File: src/rtl/pattern_detect_ctrl_if.sv
// Control, configuration and bit-stream bundle for pattern_detect_ctrl.
// With PATTERN_DETECT_CTRL_MASK_EN defined the bundle also carries cfg_mask.
interface pattern_detect_ctrl_if #(
    parameter int PAT_W = 8,
    parameter int CNT_W = 16
);
    localparam int LEN_W = $clog2(PAT_W) + 1;

    logic [PAT_W-1:0] cfg_pattern;
    logic [LEN_W-1:0] cfg_len;
    logic             cfg_overlap;
    logic [CNT_W-1:0] cfg_target;
`ifdef PATTERN_DETECT_CTRL_MASK_EN
    logic [PAT_W-1:0] cfg_mask;
`endif
    logic             start;
    logic             abort;
    logic             bit_valid;
    logic             bit_in;
    logic             bit_ready;
    logic             match;
    logic [CNT_W-1:0] match_count;
    logic             busy;
    logic             done;
    logic             cfg_err;

    modport master (
        output cfg_pattern, cfg_len, cfg_overlap, cfg_target,
`ifdef PATTERN_DETECT_CTRL_MASK_EN
        output cfg_mask,
`endif
        output start, abort, bit_valid, bit_in,
        input  bit_ready, match, match_count, busy, done, cfg_err
    );

    modport slave (
        input  cfg_pattern, cfg_len, cfg_overlap, cfg_target,
`ifdef PATTERN_DETECT_CTRL_MASK_EN
        input  cfg_mask,
`endif
        input  start, abort, bit_valid, bit_in,
        output bit_ready, match, match_count, busy, done, cfg_err
    );
endinterface

File: src/rtl/pattern_detect_ctrl.sv
// Run-time configurable serial pattern detector with start/abort/done run control.
// Optional don't-care mask compare enabled by defining PATTERN_DETECT_CTRL_MASK_EN.
module pattern_detect_ctrl #(
    parameter int PAT_W = 8,
    parameter int CNT_W = 16
) (
    input  logic                  clk,
    input  logic                  rst_n,
    pattern_detect_ctrl_if.slave  bus
);
    localparam int LEN_W = $clog2(PAT_W) + 1;

    typedef enum logic [1:0] {IDLE, RUN, DONE} state_t;

    state_t           state_reg;
    logic [PAT_W-1:0] pat_reg;
    logic [PAT_W-1:0] hist_reg;
    logic [LEN_W-1:0] len_reg;
    logic [LEN_W-1:0] seen_reg;
    logic             ovl_reg;
    logic [CNT_W-1:0] target_reg;
    logic [CNT_W-1:0] count_reg;
    logic             match_reg;
    logic             busy_reg;
    logic             done_reg;
    logic             err_reg;

    logic             accept;
    logic             cfg_legal;
    logic             start_take;
    logic             hit;
    logic [PAT_W-1:0] hist_next;
    logic [PAT_W-1:0] len_mask;
    logic [PAT_W-1:0] dc_mask;
    logic [PAT_W-1:0] diff;
    logic [LEN_W-1:0] seen_next;
    logic [CNT_W-1:0] count_next;

    assign bus.bit_ready = (state_reg == RUN) && !bus.abort;
    assign accept        = bus.bit_ready && bus.bit_valid;

    assign cfg_legal  = (bus.cfg_len != '0) && (bus.cfg_len <= LEN_W'(PAT_W))
                        && (bus.cfg_target != '0);
    // abort has priority over start, and start is ignored while running
    assign start_take = (state_reg != RUN) && !bus.abort && bus.start && cfg_legal;

    assign hist_next  = {hist_reg[PAT_W-2:0], bus.bit_in};
    assign seen_next  = (seen_reg < len_reg) ? seen_reg + 1'b1 : seen_reg;
    assign count_next = count_reg + 1'b1;

    generate
        for (genvar gi = 0; gi < PAT_W; gi++) begin : g_len_mask
            assign len_mask[gi] = (LEN_W'(gi) < len_reg);
        end
    endgenerate

`ifdef PATTERN_DETECT_CTRL_MASK_EN
    logic [PAT_W-1:0] mask_reg;

    always_ff @(posedge clk) begin
        if (!rst_n) begin
            mask_reg <= '0;
        end else if (start_take) begin
            mask_reg <= bus.cfg_mask;
        end
    end

    assign dc_mask = mask_reg;
`else
    assign dc_mask = '0;
`endif

    // Only positions inside the pattern length and not masked take part
    assign diff = (hist_next ^ pat_reg) & len_mask & ~dc_mask;
    assign hit  = accept && (seen_next >= len_reg) && (diff == '0);

    always_ff @(posedge clk) begin
        if (!rst_n) begin
            state_reg  <= IDLE;
            pat_reg    <= '0;
            hist_reg   <= '0;
            len_reg    <= '0;
            seen_reg   <= '0;
            ovl_reg    <= 1'b0;
            target_reg <= '0;
            count_reg  <= '0;
            match_reg  <= 1'b0;
            busy_reg   <= 1'b0;
            done_reg   <= 1'b0;
            err_reg    <= 1'b0;
        end else begin
            match_reg <= 1'b0;
            case (state_reg)
                IDLE, DONE: begin
                    if (bus.abort) begin
                        state_reg <= IDLE;
                        busy_reg  <= 1'b0;
                        done_reg  <= 1'b0;
                    end else if (bus.start) begin
                        if (start_take) begin
                            state_reg  <= RUN;
                            pat_reg    <= bus.cfg_pattern;
                            len_reg    <= bus.cfg_len;
                            ovl_reg    <= bus.cfg_overlap;
                            target_reg <= bus.cfg_target;
                            hist_reg   <= '0;
                            seen_reg   <= '0;
                            count_reg  <= '0;
                            err_reg    <= 1'b0;
                            busy_reg   <= 1'b1;
                            done_reg   <= 1'b0;
                        end else begin
                            err_reg <= 1'b1;
                        end
                    end
                end
                RUN: begin
                    if (bus.abort) begin
                        state_reg <= IDLE;
                        busy_reg  <= 1'b0;
                    end else if (accept) begin
                        hist_reg <= hist_next;
                        // Non-overlap mode demands a full fresh pattern after a match
                        seen_reg <= (hit && !ovl_reg) ? '0 : seen_next;
                        if (hit) begin
                            match_reg <= 1'b1;
                            count_reg <= count_next;
                            if (count_next == target_reg) begin
                                state_reg <= DONE;
                                busy_reg  <= 1'b0;
                                done_reg  <= 1'b1;
                            end
                        end
                    end
                end
                default: begin
                    state_reg <= IDLE;
                    busy_reg  <= 1'b0;
                    done_reg  <= 1'b0;
                end
            endcase
        end
    end

    assign bus.match       = match_reg;
    assign bus.match_count = count_reg;
    assign bus.busy        = busy_reg;
    assign bus.done        = done_reg;
    assign bus.cfg_err     = err_reg;
endmodule

File: src/flat_wrapper.sv
// flat-port wrapper written by rule: the top's interface ports become plain ports
module pattern_detect_ctrl_flat 
#(
    parameter int PAT_W = 8,
    parameter int CNT_W = 16
)
  (clk, rst_n, bus_cfg_pattern, bus_cfg_len, bus_cfg_overlap, bus_cfg_target, bus_start, bus_abort, bus_bit_valid, bus_bit_in, bus_bit_ready, bus_match, bus_match_count, bus_busy, bus_done, bus_cfg_err);
  pattern_detect_ctrl_if #(.PAT_W(PAT_W), .CNT_W(CNT_W)) bus_i ();
  input  logic clk;
  input  logic rst_n;
  input wire logic [$bits(bus_i.cfg_pattern)-1:0] bus_cfg_pattern;
  input wire logic [$bits(bus_i.cfg_len)-1:0] bus_cfg_len;
  input wire logic [$bits(bus_i.cfg_overlap)-1:0] bus_cfg_overlap;
  input wire logic [$bits(bus_i.cfg_target)-1:0] bus_cfg_target;
  input wire logic [$bits(bus_i.start)-1:0] bus_start;
  input wire logic [$bits(bus_i.abort)-1:0] bus_abort;
  input wire logic [$bits(bus_i.bit_valid)-1:0] bus_bit_valid;
  input wire logic [$bits(bus_i.bit_in)-1:0] bus_bit_in;
  output wire logic [$bits(bus_i.bit_ready)-1:0] bus_bit_ready;
  output wire logic [$bits(bus_i.match)-1:0] bus_match;
  output wire logic [$bits(bus_i.match_count)-1:0] bus_match_count;
  output wire logic [$bits(bus_i.busy)-1:0] bus_busy;
  output wire logic [$bits(bus_i.done)-1:0] bus_done;
  output wire logic [$bits(bus_i.cfg_err)-1:0] bus_cfg_err;
  assign bus_i.cfg_pattern = bus_cfg_pattern;
  assign bus_i.cfg_len = bus_cfg_len;
  assign bus_i.cfg_overlap = bus_cfg_overlap;
  assign bus_i.cfg_target = bus_cfg_target;
  assign bus_i.start = bus_start;
  assign bus_i.abort = bus_abort;
  assign bus_i.bit_valid = bus_bit_valid;
  assign bus_i.bit_in = bus_bit_in;
  assign bus_bit_ready = bus_i.bit_ready;
  assign bus_match = bus_i.match;
  assign bus_match_count = bus_i.match_count;
  assign bus_busy = bus_i.busy;
  assign bus_done = bus_i.done;
  assign bus_cfg_err = bus_i.cfg_err;
  pattern_detect_ctrl #(.PAT_W(PAT_W), .CNT_W(CNT_W)) u_core (.clk(clk), .rst_n(rst_n), .bus(bus_i));
endmodule
File: config.mk
export PLATFORM = sky130hd
export DESIGN_NAME = pattern_detect_ctrl_flat
export DESIGN_NICKNAME = d
export VERILOG_FILES = /design/src/rtl/pattern_detect_ctrl_if.sv /design/src/rtl/pattern_detect_ctrl.sv /design/src/flat_wrapper.sv
export SDC_FILE = /design/constraint.sdc
export NUM_CORES = 1
export LEC_CHECK = 0
export ABC_AREA = 1
export CAP_MARGIN = 20
export CORE_ASPECT_RATIO = 1.75
export CORE_MARGIN = 2
export CORE_UTILIZATION = 54
export CTS_CLUSTER_SIZE = 25
export DETAILED_ROUTE_END_ITERATION = 16
export GPL_TIMING_DRIVEN = 1
export HOLD_SLACK_MARGIN = 0.03
export PLACE_DENSITY = 0.88
export SLEW_MARGIN = 20
export SYNTH_ARGS = -nofsm -noshare
export SYNTH_HDL_FRONTEND = slang
export SYNTH_SLANG_ARGS = --single-unit
File: constraint.sdc
create_clock -name clk -period 3.6 [get_ports clk]
set_input_delay 0.72 -clock clk [delete_from_list [all_inputs] [get_ports clk]]
set_output_delay 0.72 -clock clk [all_outputs]
set_load 0.01 [all_outputs]
== Word-level counts from Yosys, hierarchy flattened ==
Index checks and enable logic that the tools add are counted.
Cells by class
  add/sub/neg operators: 2
  order comparisons: 11
  eq/ne operators: 16
  muxes and demuxes: 47
  bitwise operators: 6
  reduce and logical (&&, ||, !) cells: 25
Operators by type and width (count)
  2-to-1 mux 16 bit: 6
  2-to-1 mux 7 bit: 5
  one-hot mux 16 bit (2 select lines): 1
  2-to-1 mux 4 bit: 7
  adder 16 x 1 -> 16 bit (second input constant): 1
  equality test 16 bit: 1
  < comparator 3 x 4 -> 1 bit (first input constant): 4
  2-to-1 mux 1 bit: 16
  nonzero test 16 bit: 1
  2-to-1 mux 2 bit: 7
  one-hot mux 7 bit (2 select lines): 1
  AND reduction 6 bit: 2
  logical AND 1 bit: 10
  != test 3 x 2 -> 1 bit (second input constant): 3
  bitwise AND 8 bit: 1
  zero test 8 bit: 1
  < comparator 1 x 4 -> 1 bit (first input constant): 2
  < comparator 2 x 4 -> 1 bit (first input constant): 2
  != test 2 x 1 -> 1 bit (second input constant): 4
  != test 2 bit (second input constant): 4
  one-hot mux 4 bit (2 select lines): 1
  XOR 8 bit: 1
  AND reduction 7 bit: 1
  != test 3 bit (second input constant): 2
  other kinds (18): 23
Word-level totals
  register bits: 62
  input bits: 35
  output and inout bits: 21
  word-level logic and storage cells: 119

== Longest topological paths before layout ==
Gate-level depths: netlist of the first run.
  word-level depth: 10
  gate-level depth with buffers: 21
  depth with buffers taken out: 20

== Least setup slack after synthesis of the first run ==
Ideal clock, no wire load.
  kind: register -> register
  start point: register u_core.len_reg[1]
  end point: register u_core.count_reg[11] (netlist: u_core.bus.match_count[11])
  library setup time: 0.119 ns
  data arrival time: 2.801 ns
  data required time: 3.481 ns
  setup slack: 0.680 ns
  stages on the path, launching flop included: 19
  path buffers: 1
  period minus slack after synthesis: 2.920 ns
  path through: dfxtp_1 > inv_1 > ha_1 > o21ai_0 > nand2_1 > a21o_1 > a21oi_2 > mux2_2 > ha_1 > a21oi_1 > o211ai_1 > nand2_1 > nor2_2 > inv_2 > nand2_2 > nand2_2 > clkbuf_1 > o21ai_0 > a21oi_1
Between the ends
  word-level cells in the longest chain between the ends: 7
  elaborated cells on any way between the ends: 17
  those cells by class: 10 x order compare; 1 x eq/ne; 1 x mux; 1 x bitwise; 4 x reduce/logical
Ends and longest elaborated chain
  from (decl): line pattern_detect_ctrl.sv:18  | logic [LEN_W-1:0] len_reg;
  from (signal assigned): line pattern_detect_ctrl.sv:103  | len_reg <= bus.cfg_len;
  < comparator 4 bit: line pattern_detect_ctrl.sv:48  | assign seen_next = (seen_reg < len_reg) ? seen_reg + 1'b1 : seen_reg;
  2-to-1 mux 4 bit: line pattern_detect_ctrl.sv:48
  greater-or-equal comparator 4 bit: line pattern_detect_ctrl.sv:75  | assign hit = accept && (seen_next >= len_reg) && (diff == '0);
  logical AND 1 bit: line pattern_detect_ctrl.sv:75
  logical AND 1 bit (*): line pattern_detect_ctrl.sv:75
  != test 2 x 1 -> 1 bit (no line) (*)
  AND reduction 7 bit (no line) (*)
  to (signal assigned): line pattern_detect_ctrl.sv:127  | count_reg <= count_next;
  to (decl): line pattern_detect_ctrl.sv:22  | logic [CNT_W-1:0] count_reg;
Every way passes the cells marked *; elsewhere a longest branch is shown, timed or not.
A chain may end at the register's enable or synchronous reset.

== Final worst setup path of the first run ==
  start point: register u_core.len_reg[1]
  end point: register u_core.count_reg[13] (netlist: u_core.bus.match_count[13])
The elaborated chain is that of the path after synthesis.

==> flow_summary.json, run 1 <==
{
  "outcome": "complete, no violations",
  "grt_usage": 0.2811,
  "synthFlopType": "dfxtp_1",
  "setup_viol": 0,
  "hp-class": "flip-flop to flip-flop",
  "critPathLaunchType": "flip-flop",
  "synth-seq-cells": 62,
  "die-area_sq_mm": 0.007127,
  "ys_warn_count": 0,
  "synth_top_cell_by_area": "dfxtp_1",
  "antenna_found_initial": 0,
  "placementRows": 38,
  "grt.overflow.total": 0,
  "dp_worst_setup_slack_ns": 0.2029,
  "synth_nets": 552,
  "die_w_um": 64.68,
  "netlist_instances": 508,
  "grt_pass1_wl_um": 15370,
  "avgRoutedWirePerCell_um": 14.77,
  "tns_ns": 0,
  "swShare": 0.2780,
  "crit_top_cell": "nand2_1",
  "cts-buffers-inserted": 9,
  "ant_nets": 0,
  "worstHoldPathCells": 2,
  "drive_gt1_frac": 0.1027,
  "r2r_start": "u_core.len_reg[1]",
  "hpwl_um": 6913,
  "postLayoutCellArea_sq_mm": 0.004327,
  "worstRegToRegCells": 19,
  "fmax_mhz": 304.2,
  "powerDensity_mw_per_mm2": 413.1,
  "leakagePower_nw": 1.680,
  "mappedNetlistArea_sq_mm": 0.003480,
  "via_per_inst": 5.668,
  "grt_max_degree": 63,
  "synth_edf_count": 0,
  "yosysMostFrequentCell": "nand2_1",
  "finalCritPeriodShare": 0.9131,
  "nFillCells": 519,
  "port_buffers": 55,
  "area_growth_pct": 24.34,
  "h-tree-depth": 3,
  "post-route-util": 0.6947,
  "period_needed_ns": 3.287,
  "gp_congestion": 0.9168,
  "yosysSeqAreaShare": 0.3567,
  "io_pins": 56,
  "p_switching_w": 0.0004969,
  "max-clock-path-buffers": 2,
  "setup_slack_ns": 0.3129,
  "hold_path_end": "u_core.pat_reg[7]",
  "synth_common_cells": "96 x nand2_1, 62 x dfxtp_1, 62 x inv_1",
  "r2r_setup_slack_ns": 0.31,
  "first_iter_violations": 231,
  "grt_pass1_vias": 3651,
  "cts_tree": "built",
  "relSlewSlack": 0.5805,
  "cp_max_fo": 29,
  "cp_data_arrival_time_ns": 3.53,
  "report.final.hold_viol_count": 0,
  "clk_latency_ns": 0.36,
  "maxSlewViolCount": 0,
  "p_total_w": 0.001787,
  "synth_cell_types": 35,
  "remaining_drc_errors": 0,
  "tightest_slew_ns": 0.6235,
  "initial_core_util": 0.5587,
  "core_area_sq_mm": 0.006228,
  "clock_skew_ns": 0.01277,
  "root_buffer": "clkbuf_8",
  "critical-path-top-delay-family": "compound AO/OA/AOI/OAI gates",
  "cts_sinks": 62,
  "power_frac_clock": 0.390,
  "async_flop_share": 0,
  "path_cells": "inv_1, ha_1, o21ai_0, nand2_1, a21o_1, a21oi_2, nand4_1, xor2_1, inv_2, ha_1, nand2_1, o211ai_1, nand2_1, nor2_2, inv_2, nand2_2, nand2_8, o21ai_0, a21oi_1",
  "ctsHoldBuffers": 0,
  "combPwrFrac": 0.178,
  "path_class": "flip-flop to flip-flop",
  "n_antenna_cell": 0,
  "critical_path.max_stage_delay_ns": 0.42,
  "finalWirelength_um": 9528,
  "internal_power_w": 0.001291,
  "placed_cell_area_sq_mm": 0.004091,
  "slowest_stage": "dfxtp_1",
  "synth_top_area_frac": 0.3567,
  "clkTransAtPathRegs_ns": 0.08,
  "crit_buf_inv": 3,
  "crit_required_ns": 3.85,
  "die_h_um": 110.2,
  "cp-end-kind": "flip-flop",
  "rr_endpoint": "u_core.bus.match_count[13]",
  "yosys-top-cells-area": "dfxtp_1 36%, nand2_1 10%, a21oi_1 8.5%, o21ai_0 7.6%, inv_1 6.7%",
  "vdd_drop_max_uv": 386.8,
  "min-delay-start": "u_core.pat_reg[7]",
  "drv_cap": 0,
  "final_nets": 605,
  "num_vias": 3656,
  "avgSynthCellArea_sq_um": 6.850,
  "p_seq_frac": 0.432,
  "dr.pass1.iters": 5
}
[kinds of logic (layout without fill, tap and decap cells)]
kind of cell,Yosys count,count (layout),synth area share
compound gates,127,127,0.1942
xor+xnor,8,8,0.02014
fa+ha+maj,9,9,0.03236
buf+inv,84,141,0.09529
flops,62,62,0.3567
mux,1,1,0.003236
simple gates,217,217,0.2981
[layout by cell type, fill, tap and decap left out, types with 2 or more instances in the layout]
cell             count
xor2_1               3
clkbuf_8            11
nor4_1               4
ha_1                 9
nor3_1               3
xnor2_1              5
o21ai_0             52
nand3_1             31
or2_2                2
clkinv_2             3
nor2_2               7
nor2_4               6
and2_1               2
clkinv_1             2
a21oi_2              2
inv_1               62
nand3_2              4
a221oi_1             5
clkdlybuf4s50_1     55
nand4_1             14
nand2_1             96
nand2_2             11
nor2_1              34
nor3_2               2
a21oi_1             59
bufinv_16            2
o21ai_1              3
inv_2                4
dfxtp_1             62
[tightest hold or removal path: stages (launching register included)]
cell and delay [ns]:
dfxtp_1 0.33, inv_1 0.05, a21oi_1 0.05
[through the flow]
step	hold slack (ns)	std cells
floorplan	0.4297	508
global placement	0.4505	630
detailed placement	0.4541	630
CTS	0.4656	645
global route	0.4811	645
finish	0.4656	645
[worst max path at each step]
stage | start | endpoint | slack, ns | cells past startpoint
final | u_core.len_reg[1] | u_core.bus.match_count[13] | 0.31 | 19
after global routing | u_core.len_reg[1] | u_core.bus.match_count[1] | -0.004 | 19
after CTS | u_core.len_reg[1] | u_core.bus.match_count[0] | 0.15 | 19
after detailed placement | u_core.len_reg[1] | u_core.bus.match_count[0] | 0.20 | 19
after global placement | u_core.len_reg[1] | u_core.bus.match_count[9] | 0.41 | 17
after floorplan | u_core.len_reg[1] | u_core.bus.match_count[11] | 0.68 | 18
[cell type report]
class                   instances  area (sq um)  area share
multi-input cells             362          1926      0.4451
flip-flops and latches         62          1241      0.2869
repair buffers                 57         578.1      0.1336
inverters                      69         260.3     0.06015
clock buffers                  11         151.4     0.03499
well taps                      80         100.1     0.02313
clock inverters                 4         70.07     0.01619
[power groups by stage]
stage / combinational, W / sequential, W / clock, W
finish: 0.000319 / 0.000772 / 0.000697
global route: 0.000352 / 0.000776 / 0.000736
CTS: 0.000314 / 0.000771 / 0.000703
detailed placement: 0.000311 / 0.000785 / 0
global placement: 0.000300 / 0.000784 / 0
floorplan: 0.000188 / 0.000782 / 0
[per-layer routing]
layer,vias up,track usage,wire (um)
met3,38,0.06802,488
li1,1797,-,-
met2,137,0.5357,5123
met1,1684,0.2649,3491
met5,-,0,0
met4,0,0.1733,424
[what timing repair did]
action | 4_1_cts | 5_1_grt
setup endpoints to repair | 0 | 16
setup buffers | 0 | 0
hold endpoints to repair | 0 | 0
gates resized for setup | 0 | 3
Note: power is estimated with default switching activity, not from simulation.
==> run 2: changes to the inputs <==
- clock period: 3.6 -> 3.1 ns (I/O delays scaled with it)
==> run 2 against run 1 <==
  * The run now ends with negative setup slack left
  * Sequential power is 16% higher
  * Final area rose by 4.6%
  * Worst setup slack lost 0.55 ns
  * Worst hold slack lost 0.0053 ns
  * Register-to-register slack got worse by 0.55 ns
  * Combinational power rose by 36%
  * Clock skew fell by 0.0057 ns
  * Critical path depth unchanged
  * Die area is the same
  * Critical path type unchanged
  * Largest power group unchanged
==> flow_summary.json, run 2 (same netlist as run 1, synthesis figures left out) <==
{
  "dr.pass1.iters": 5,
  "h-tree-depth": 3,
  "dp_worst_setup_slack_ns": -0.08183,
  "cp_data_arrival_time_ns": 3.58,
  "die_h_um": 110.2,
  "root_buffer": "clkbuf_8",
  "grt.overflow.total": 0,
  "tightest_slew_ns": 0.5647,
  "die_w_um": 64.68,
  "clock_skew_ns": 0.007058,
  "leakagePower_nw": 1.756,
  "crit_required_ns": 3.34,
  "path_cells": "inv_1, o21ai_2, nand2_1, a21o_1, a21oi_4, nand4_1, xor2_1, inv_2, ha_4, nand4_1, o211ai_1, nand2_1, nor2_4, inv_2, nand2_4, nand2_8, clkbuf_16, o21ai_1, a21oi_1",
  "num_vias": 3822,
  "clk_latency_ns": 0.36,
  "finalCritPeriodShare": 1.076,
  "grt_usage": 0.2812,
  "antenna_found_initial": 0,
  "final_nets": 618,
  "avgRoutedWirePerCell_um": 16.07,
  "cp_num_cells": 19,
  "hp-class": "flip-flop to flip-flop",
  "holdWs_ns": 0.4603,
  "rsz0062_at_grt": "yes",
  "ctsHoldBuffers": 0,
  "setup_viol": 24,
  "grt_pass1_wl_um": 15250,
  "max-clock-path-buffers": 2,
  "clkTransAtPathRegs_ns": 0.07,
  "hpwl_um": 6911,
  "drv_cap": 0,
  "maxSlewViolCount": 0,
  "report.final.hold_viol_count": 0,
  "grt_max_degree": 49,
  "placed_cell_area_sq_mm": 0.004129,
  "first_iter_violations": 324,
  "ant_nets": 0,
  "cts_tree": "built",
  "cts-buffers-inserted": 9,
  "critPathLaunchType": "flip-flop",
  "violations": "negative setup slack",
  "gp_congestion": 0.8736,
  "via_per_inst": 5.800,
  "vdd_drop_max_uv": 353.2,
  "r2r_start": "u_core.len_reg[0]",
  "n_antenna_cell": 0,
  "setup_slack_ns": -0.2344,
  "cts_sinks": 62,
  "port_buffers": 55,
  "period_needed_ns": 3.334,
  "core_area_sq_mm": 0.006228,
  "initial_core_util": 0.5587,
  "path_class": "flip-flop to flip-flop",
  "r2r_setup_slack_ns": -0.23,
  "crit_buf_inv": 4,
  "fmax_mhz": 299.9,
  "grt_pass1_vias": 3502,
  "slowest_stage": "dfxtp_1",
  "worstHoldPathCells": 2,
  "powerDensity_mw_per_mm2": 433.5,
  "nFillCells": 461,
  "min-delay-start": "u_core.pat_reg[3]",
  "io_pins": 56,
  "layout_common_cells": "95 x nand2_1, 61 x inv_1, 59 x dfxtp_1",
  "placementRows": 38,
  "worstRegToRegCells": 19,
  "layout_commonest_cell": "nand2_1",
  "cp_max_fo": 7,
  "outcome": "finished with violations",
  "hold_path_end": "u_core.pat_reg[3]",
  "tns_ns": -3.977,
  "remaining_drc_errors": 0,
  "cp-end-kind": "flip-flop",
  "finalWirelength_um": 10590,
  "area_growth_pct": 30.06,
  "critical_path.max_stage_delay_ns": 0.41,
  "relSlewSlack": 0.6200,
  "die-area_sq_mm": 0.007127,
  "rr_endpoint": "u_core.bus.match_count[5]",
  "critical-path-top-delay-family": "simple AND/OR/NAND/NOR gates",
  "postLayoutCellArea_sq_mm": 0.004526,
  "drive_gt1_frac": 0.1537
}
run 2: area by class of cell:
| class | count | area, sq um | share of cell area |
|---|---|---|---|
| Multi-Input combinational cell | 362 | 2022 | 0.4468 |
| Timing Repair Buffer | 70 | 714.4 | 0.1579 |
| Tap cell | 80 | 100.1 | 0.02212 |
| Inverter | 69 | 275.3 | 0.06082 |
| Clock inverter | 5 | 25.02 | 0.005529 |
| Sequential cell | 62 | 1247 | 0.2756 |
| Clock buffer | 11 | 141.4 | 0.03124 |
run 2: how the worst max path moves through the flow:
stage / startpoint / slack [ns] / to
after global routing: u_core.len_reg[1] / -0.28 / u_core.bus.match_count[7]
after global placement: u_core.len_reg[1] / 0.20 / u_core.bus.match_count[7]
after floorplan: u_core.len_reg[1] / 0.18 / u_core.bus.match_count[11]
after CTS: u_core.len_reg[1] / -0.00005 / u_core.bus.match_count[10]
final: u_core.len_reg[0] / -0.23 / u_core.bus.match_count[5]
after detailed placement: u_core.len_reg[1] / -0.08 / u_core.bus.match_count[8]
run 2: repair_timing:
action	CTS	global route
setup buffers	2	3
gates cloned	0	3
endpoints found under the setup margin	16	24
gates resized for setup	5	40
pin swaps	3	12
hold endpoints to repair	0	0
run 2: power breakdown:
group          switching [W]  internal, W  total [W]
combinational       0.000240     0.000193   0.000433
clock               0.000329     0.000305   0.000634
sequential         0.0000487     0.000846   0.000895
total               0.000618      0.00134    0.00196
run 2: through the flow:
stage	power, W	cells	utilization
2_1_floorplan	0.001127	508	-
3_3_place_gp	0.001267	635	0.6629
3_5_place_dp	0.001281	635	0.6629
4_1_cts	0.001913	653	0.6941
5_1_grt	0.002037	659	0.7266
6_report	0.001962	659	0.7266
run 2: per-layer routing:
layer / vias to the layer above / part of all wire / GRT usage
li1: 1823 / - / -
met1: 1743 / 0.35 / 0.2645
met2: 187 / 0.52 / 0.5171
met3: 69 / 0.056 / 0.07817
met4: 0 / 0.071 / 0.1976
met5: - / 0 / 0
run 2: worst reg2reg max path, delay by kind of cell (launching register included):
kind	cells	cell delay [ns]
flip-flops	1	0.41
AND/OR/NAND/NOR	7	0.93
buffers and inverters	4	0.46
XOR/XNOR	1	0.22
adder cells (fa/ha/maj)	1	0.29
AO/OA/AOI/OAI	6	0.92
